$ cat src/rtl/riscv_mem_arbiter.sv
// ---------------------------------------------------------------------------
// riscv_mem_arbiter
//   Shares the single-port data memory between the CPU load/store path and
//   the UART programmer (upg). One requester is granted per cycle; read data
//   comes back to the owner one cycle after the grant. The upg side can take
//   exclusive ownership (lock) for bulk programming. An idle timeout releases
//   a lock that is held without traffic.
//
// Optional feature macro: ARB_STARVE_GUARD_EN
//   When defined, a starvation guard forces a cpu grant after STARVE_MAX
//   consecutive denied cpu cycles in arbitration. When undefined, upg has
//   strict priority and the guard logic is not built.
//
// Ports
//   clk, rst                 system clock, synchronous active-high reset
//   cpu_req/we/addr/wdata/be cpu request channel (held until cpu_gnt)
//   cpu_gnt                  cpu request accepted this cycle (combinational)
//   cpu_rvalid, cpu_rdata    cpu read return, one cycle after the grant
//   upg_req/we/addr/wdata/be upg request channel
//   upg_lock                 upg request for exclusive ownership
//   upg_gnt                  upg request accepted this cycle (combinational)
//   upg_rvalid, upg_rdata    upg read return, one cycle after the grant
//   mem_en/we/addr/wdata     memory request, driven by the granted requester
//   mem_rdata                memory read data, valid one cycle after a read
//   locked                   arbiter is in the exclusive-lock state
// ---------------------------------------------------------------------------
module riscv_mem_arbiter #(
    parameter int ADDR_W       = 14,
    parameter int STARVE_MAX   = 8,
    parameter int LOCK_TIMEOUT = 65535
) (
    input  logic              clk,
    input  logic              rst,
    input  logic              cpu_req,
    input  logic              cpu_we,
    input  logic [ADDR_W-1:0] cpu_addr,
    input  logic [31:0]       cpu_wdata,
    input  logic [3:0]        cpu_be,
    output logic              cpu_gnt,
    output logic              cpu_rvalid,
    output logic [31:0]       cpu_rdata,
    input  logic              upg_req,
    input  logic              upg_we,
    input  logic [ADDR_W-1:0] upg_addr,
    input  logic [31:0]       upg_wdata,
    input  logic [3:0]        upg_be,
    input  logic              upg_lock,
    output logic              upg_gnt,
    output logic              upg_rvalid,
    output logic [31:0]       upg_rdata,
    output logic              mem_en,
    output logic [3:0]        mem_we,
    output logic [ADDR_W-1:0] mem_addr,
    output logic [31:0]       mem_wdata,
    input  logic [31:0]       mem_rdata,
    output logic              locked
);

    typedef enum logic [1:0] {S_ARB, S_DRAIN, S_LOCK} state_t;

    localparam int IDLE_W = $clog2(LOCK_TIMEOUT + 1);
    localparam logic [IDLE_W-1:0] IDLE_LAST = IDLE_W'(LOCK_TIMEOUT - 1);

    state_t            state;
    logic [IDLE_W-1:0] idle_cnt;
    logic              lock_block;   // set by a timeout; cleared once upg_lock drops
    logic              cpu_rvalid_p1;
    logic              upg_rvalid_p1;
    logic              rd_issue_p0;
    logic              force_cpu;

`ifdef ARB_STARVE_GUARD_EN
    localparam int STARVE_W = $clog2(STARVE_MAX + 1);
    logic [STARVE_W-1:0] starve_cnt;

    assign force_cpu = (starve_cnt == STARVE_W'(STARVE_MAX));

    // Counts consecutive denied cpu cycles in arbitration; frozen elsewhere.
    always_ff @(posedge clk) begin
        if (rst) begin
            starve_cnt <= '0;
        end else if (state == S_ARB) begin
            if (cpu_gnt || !cpu_req)
                starve_cnt <= '0;
            else if (!force_cpu)
                starve_cnt <= starve_cnt + 1'b1;
        end
    end
`else
    assign force_cpu = 1'b0;
`endif

    // ---- stage p0: request arbitration and memory drive ----
    always_comb begin
        cpu_gnt = 1'b0;
        upg_gnt = 1'b0;
        if (!rst) begin
            case (state)
                S_ARB: begin
                    if (force_cpu && cpu_req)
                        cpu_gnt = 1'b1;
                    else if (upg_req)
                        upg_gnt = 1'b1;
                    else
                        cpu_gnt = cpu_req;
                end
                S_LOCK:  upg_gnt = upg_req;
                default: ;
            endcase
        end
    end

    assign mem_en      = cpu_gnt | upg_gnt;
    assign mem_addr    = upg_gnt ? upg_addr : cpu_addr;
    assign mem_wdata   = upg_gnt ? upg_wdata : cpu_wdata;
    assign mem_we      = upg_gnt ? (upg_be & {4{upg_we}}) :
                         cpu_gnt ? (cpu_be & {4{cpu_we}}) : 4'b0000;
    assign rd_issue_p0 = (upg_gnt & ~upg_we) | (cpu_gnt & ~cpu_we);

    // ---- stage p1: read return, owner selected by the registered tag ----
    assign cpu_rvalid = cpu_rvalid_p1;
    assign upg_rvalid = upg_rvalid_p1;
    assign cpu_rdata  = cpu_rvalid_p1 ? mem_rdata : 32'h0;
    assign upg_rdata  = upg_rvalid_p1 ? mem_rdata : 32'h0;

    always_ff @(posedge clk) begin
        if (rst) begin
            state         <= S_ARB;
            locked        <= 1'b0;
            idle_cnt      <= '0;
            lock_block    <= 1'b0;
            cpu_rvalid_p1 <= 1'b0;
            upg_rvalid_p1 <= 1'b0;
        end else begin
            cpu_rvalid_p1 <= cpu_gnt & ~cpu_we;
            upg_rvalid_p1 <= upg_gnt & ~upg_we;
            if (!upg_lock)
                lock_block <= 1'b0;
            case (state)
                S_ARB: begin
                    // A read granted this cycle must return before locking.
                    if (upg_lock && !lock_block) begin
                        state  <= rd_issue_p0 ? S_DRAIN : S_LOCK;
                        locked <= ~rd_issue_p0;
                    end
                end
                S_DRAIN: begin
                    state  <= S_LOCK;
                    locked <= 1'b1;
                end
                S_LOCK: begin
                    if (!upg_lock) begin
                        state    <= S_ARB;
                        locked   <= 1'b0;
                        idle_cnt <= '0;
                    end else if (upg_req) begin
                        idle_cnt <= '0;
                    end else if (idle_cnt == IDLE_LAST) begin
                        state      <= S_ARB;
                        locked     <= 1'b0;
                        idle_cnt   <= '0;
                        lock_block <= 1'b1;
                    end else begin
                        idle_cnt <= idle_cnt + 1'b1;
                    end
                end
                default: begin
                    state  <= S_ARB;
                    locked <= 1'b0;
                end
            endcase
        end
    end

endmodule
$ cat config.mk
export PLATFORM = sky130hd
export DESIGN_NAME = riscv_mem_arbiter
export DESIGN_NICKNAME = d
export VERILOG_FILES = /design/src/rtl/riscv_mem_arbiter.sv
export SDC_FILE = /design/constraint.sdc
export NUM_CORES = 1
export LEC_CHECK = 0
export BUFFER_PORTS_ARGS = -buffer_cell sky130_fd_sc_hd__buf_2
export CORE_AREA = 3 3 99 101
export CTS_CLUSTER_DIAMETER = 80
export CTS_CLUSTER_SIZE = 16
export DETAILED_ROUTE_END_ITERATION = 10
export DIE_AREA = 0 0 102 104
export PLACE_DENSITY = 0.58
export SLEW_MARGIN = 20
export SYNTH_ARGS = -nofsm -noshare
export SYNTH_HDL_FRONTEND = slang
export SYNTH_SLANG_ARGS = --single-unit
$ cat constraint.sdc
create_clock -name clk -period 2.3 [get_ports clk]
set_clock_uncertainty 0.05 [all_clocks]
set_input_delay 0.23 -clock clk [delete_from_list [all_inputs] [get_ports clk]]
set_output_delay 0.23 -clock clk [all_outputs]
set_load 0.02 [all_outputs]
Yosys cells after proc, flatten, opt, wreduce, memory -nomap -nowiden
Cells that the tools add are included.
Cells by class
  $add $sub $neg: 1
  equal/unequal tests: 6
  muxes and demuxes: 31
  bitwise gates (word level): 9
  reductions and logical operators: 4
Operator list (number)
  $mux W32: 3
  $mux W16: 3
  $add A16 B1 Y16 const B: 1
  $eq A16 B16 Y1 const B: 1
  $mux W1: 14
  $mux W14: 1
  $mux W2: 5
  $and A4 B4 Y4: 2
  $mux W4: 2
  $ne A3 B3 Y1 const B: 2
  $pmux W2 S3: 1
  $not A1 Y1: 3
  $pmux W1 S3: 1
  $reduce_and A3 Y1: 1
  $and A1 B1 Y1: 2
  $eq A2 B1 Y1 const B: 1
  $eq A2 B2 Y1 const B: 1
  $logic_not A2 Y1: 1
  $ne A2 B2 Y1 const B: 1
  $or A1 B1 Y1: 2
  $pmux W1 S2: 1
  $logic_and A1 B1 Y1: 1
  $logic_not A1 Y1: 1
Storage, ports and cells
  register bits after elaboration: 22
  bits of input ports: 139
  output and inout port bits: 120

Depth between registers and ports, before layout
  depth in word-level cells: 8
  mapped depth: 8
  mapped depth without buffers: 7

Worst setup path after synthesis
Ideal clock, no wire load.
  path kind: register to register
  start point: register, netlist name locked
  end point: register idle_cnt[4]
  setup time: 0.067 ns
  arrival time: 1.647 ns
  data required time: 2.183 ns
  slack: 0.535 ns
  stages on the path, launching flop included: 6
  clock period less this slack: 1.765 ns
  path through: dfxtp_1 and2b_4 nand3b_4 or3_4 or3_1 o21ai_2
RTL lines
  end signal: assignment: RTL line 164  | idle_cnt <= idle_cnt + 1'b1;
  end: declaration: RTL line 65  | logic [IDLE_W-1:0] idle_cnt;

Worst setup path after layout
  start point: register state[0]
  end point: output mem_addr[4]
On the way
  longest elaborated chain between the ends: 4
  elaborated cells on any way between the ends: 5
  classes of those cells: eq/ne: 1; mux: 3; reduce/logical: 1
Ends and longest elaborated chain
  start: declaration: RTL line 64  | state_t state;
  start signal: assignment: RTL line 143  | state <= rd_issue_p0 ? S_DRAIN : S_LOCK;
  $eq A2 B2 Y1 / $logic_not A2 Y1 (equally long branches): RTL line 98  | case (state)
  $pmux W1 S2 (*): RTL line 98
  $mux W1 (*): RTL line 97  | if (!rst) begin
  $mux W14 (*): RTL line 114  | assign mem_addr = upg_gnt ? upg_addr : cpu_addr;
  end: declaration: RTL line 53  | output logic [ADDR_W-1:0] mem_addr,
Mark *: on every way between the ends. The rest lies on a longest branch, timed or not.

==> results_dict.tcl <==
set metrics [dict create \
    status "completed" \
    wl_um 10300 \
    synth_area_um2 2140 \
    hold_ws_ns 0.100 \
    relSlewSlack 0.434 \
    ys_ff_latch 21 \
    grt_max_degree 52 \
    grt.busiest_layer "met2" \
    tns_ns 0 \
    groute.usage.overall 0.181 \
    reg2reg_depth 7 \
    rows 35 \
    drc 0 \
    clkTransAtPathRegs_ns 0.08 \
    tightest_slew_ns 0.847 \
    grt_antenna_before_repair 3 \
    worst_slack_ns 0.282 \
    die_w_um 102 \
    post-place-ws_ns 0.322 \
    numClockSinks 21 \
    die_height_um 104 \
    pin_count 259 \
    maxCapViolations 0 \
    syn_nets 500 \
    yosysUniqueCellTypes 39 \
    cts_tree "done" \
    mostFrequentLayoutCell "buf_2" \
    min_period_ns 2.02 \
    io_buffers 258 \
    rsz0062_at_grt "false" \
    multi_input_area_um2 1620 \
    yosys_warnings 0 \
    start_util 0.235 \
    grt.met1_usage 0.241 \
    seq_area_frac_synth 0.196 \
    cp-start-kind "flip-flop" \
    cts_buffers 3 \
    wire_per_inst_um 14.3 \
    crit_type "reg -> out" \
    hpwl_um 8800 \
    drv_slew 0 \
    fill_cells 1022 \
    final_cell_mix "buf_2 (258), nand2_1 (148), and2_1 (64)" \
    grt_pass1_vias 3049 \
    final_nets 747 \
    clock_path_buffers 2 \
    critical_path_required_ns 2.02 \
    peakVddDrop_mv 0.246 \
    r2r_start "idle_cnt[0]" \
    max_freq_mhz 496 \
    cts_post_setup_buffers_inserted 0 \
    viasPerCell 4.58 \
    hold_depth 2 \
    synth_async_sr_flop_share 0 \
    cts.htree.levels 1 \
    grt_use_met2 0.291 \
    critPathMaxFanout 40 \
    fin_crit_sh 0.877 \
    ys.flop_type "dfxtp_1" \
    drive_above_1_share 0.453 \
    vias 3282 \
    final-seq-area_um2 420 \
    drt-initial-drc-count 164 \
    r2r-end "idle_cnt[2]" \
    hp-class "in -> reg" \
    cts-root-buf "clkbuf_8" \
    grt_overflow 0 \
    met3_usage 0.0537 \
    synth_edf_count 0 \
    hold_path_startpoint "cpu_we" \
    grt_pass1_wl_um 15400 \
    dieArea_um2 10600 \
    postCtsHoldBufs 0 \
    synthToLayoutAreaGrowth_pct 66.5 \
    postRouteAntennaNets 0 \
    firstDrtPassIters 4 \
    power.leakage_nw 2.16 \
    hold-path-endpoint "cpu_rvalid" \
    cts_resized 0 \
    avgSynthCellArea_um2 5.97 \
    setup_viol 0 \
    place.gp.congestion 0.860 \
    netlist_instances 359 \
    coreArea_um2 9110 \
    r2r_slack_ns 0.30 \
    hold_violations 0 \
    power_per_cell_area_nw_per_um2 363 \
    endpoint_kind "primary output" \
    clock_latency_ns 0.26 \
    arrival_ns 1.74 \
]
-- routing by layer --
layer | vias up | share of wire
li1 | 1666 | -
met2 | 153 | 0.46
met3 | 16 | 0.097
met1 | 1443 | 0.43
met5 | - | 0.0025
met4 | 4 | 0.013
-- kinds of logic (layout without fill, tap and decap cells) --
group | after synthesis | in the layout | synth area share
and+or+nand+nor | 267 | 267 | 0.611
AOI/OAI and AO/OA | 42 | 42 | 0.127
buffers and inverters | 26 | 272 | 0.0496
DFF | 21 | 21 | 0.196
adders and majority gates | 2 | 2 | 0.0117
muxes | 1 | 1 | 0.00467
other | 0 | 1 | 0
-- registers in the layout, indices dropped and copies added (netlist names) --
name	cells
lock_block	1
cpu_rvalid	1
idle_cnt	16
locked	1
state	1
upg_rvalid	1
-- metrics by stage --
stage / instance area, um2 / util / std cells / total power, mW
detailed placement: 3520 / 0.386 / 712 / 1.06
global placement: 3520 / 0.386 / 712 / 1.05
finish: 3570 / 0.392 / 717 / 1.30
global route: 3570 / 0.392 / 717 / 1.39
floorplan: 2140 / - / 359 / 0.772
CTS: 3570 / 0.391 / 716 / 1.31
-- final cells by class --
type / instances / share of cell area
clock buffer: 3 / 0.0116
timing repair buffer: 262 / 0.370
sequential: 21 / 0.118
clock inverter: 1 / 0.00140
tap: 111 / 0.0389
antenna: 1 / 0.000701
multi-input combinational: 312 / 0.453
inverter: 6 / 0.00631
-- cells in the mapped netlist (3+ instances only) --
| library cell | instances | area (um2) |
|---|---|---|
| nand2_1 | 148 | 556 |
| and2_1 | 64 | 400 |
| dfxtp_1 | 21 | 420 |
| clkbuf_1 | 17 | 63.8 |
| a21oi_1 | 15 | 75.1 |
| nor2_1 | 15 | 56.3 |
| a31oi_1 | 10 | 62.6 |
| nand3_1 | 8 | 40.0 |
| inv_1 | 5 | 18.8 |
| a32o_1 | 4 | 40.0 |
| nand4_1 | 4 | 25.0 |
| nor3_1 | 4 | 20.0 |
| o21ai_0 | 4 | 20.0 |
| or2b_1 | 4 | 30.0 |
| a41oi_1 | 3 | 26.3 |
| and3_1 | 3 | 18.8 |
| nand2b_1 | 3 | 18.8 |
| or3_1 | 3 | 18.8 |
-- critical path, stage by stage, from the launching register on --
cell and delay, ns:
dfxtp_1 0.36, nor2_1 0.08, nand2_1 0.09, buf_4 0.17
buf_4 0.36, nand2_1 0.15, nand2_1 0.09, buf_2 0.16
-- worst max-delay path by stage --
stage | start | end | slack (ns) | cells past startpoint
6_report | state[0] | mem_addr[4] | 0.28 | 7
5_1_grt | idle_cnt[0] | idle_cnt[8] | 0.04 | 7
4_1_cts | state[0] | mem_addr[4] | 0.25 | 7
3_5_place_dp | idle_cnt[0] | idle_cnt[11] | 0.32 | 7
3_3_place_gp | idle_cnt[0] | idle_cnt[3] | 0.40 | 7
2_1_floorplan | locked | idle_cnt[4] | 0.54 | 5
-- where the power goes --
group | total (mW) | switching [mW] | internal, mW
combinational | 0.648 | 0.391 | 0.257
sequential | 0.396 | 0.0229 | 0.373
clock | 0.251 | 0.130 | 0.121
total | 1.30 | 0.544 | 0.751
No activity file was read; power rests on OpenSTA's default activity.
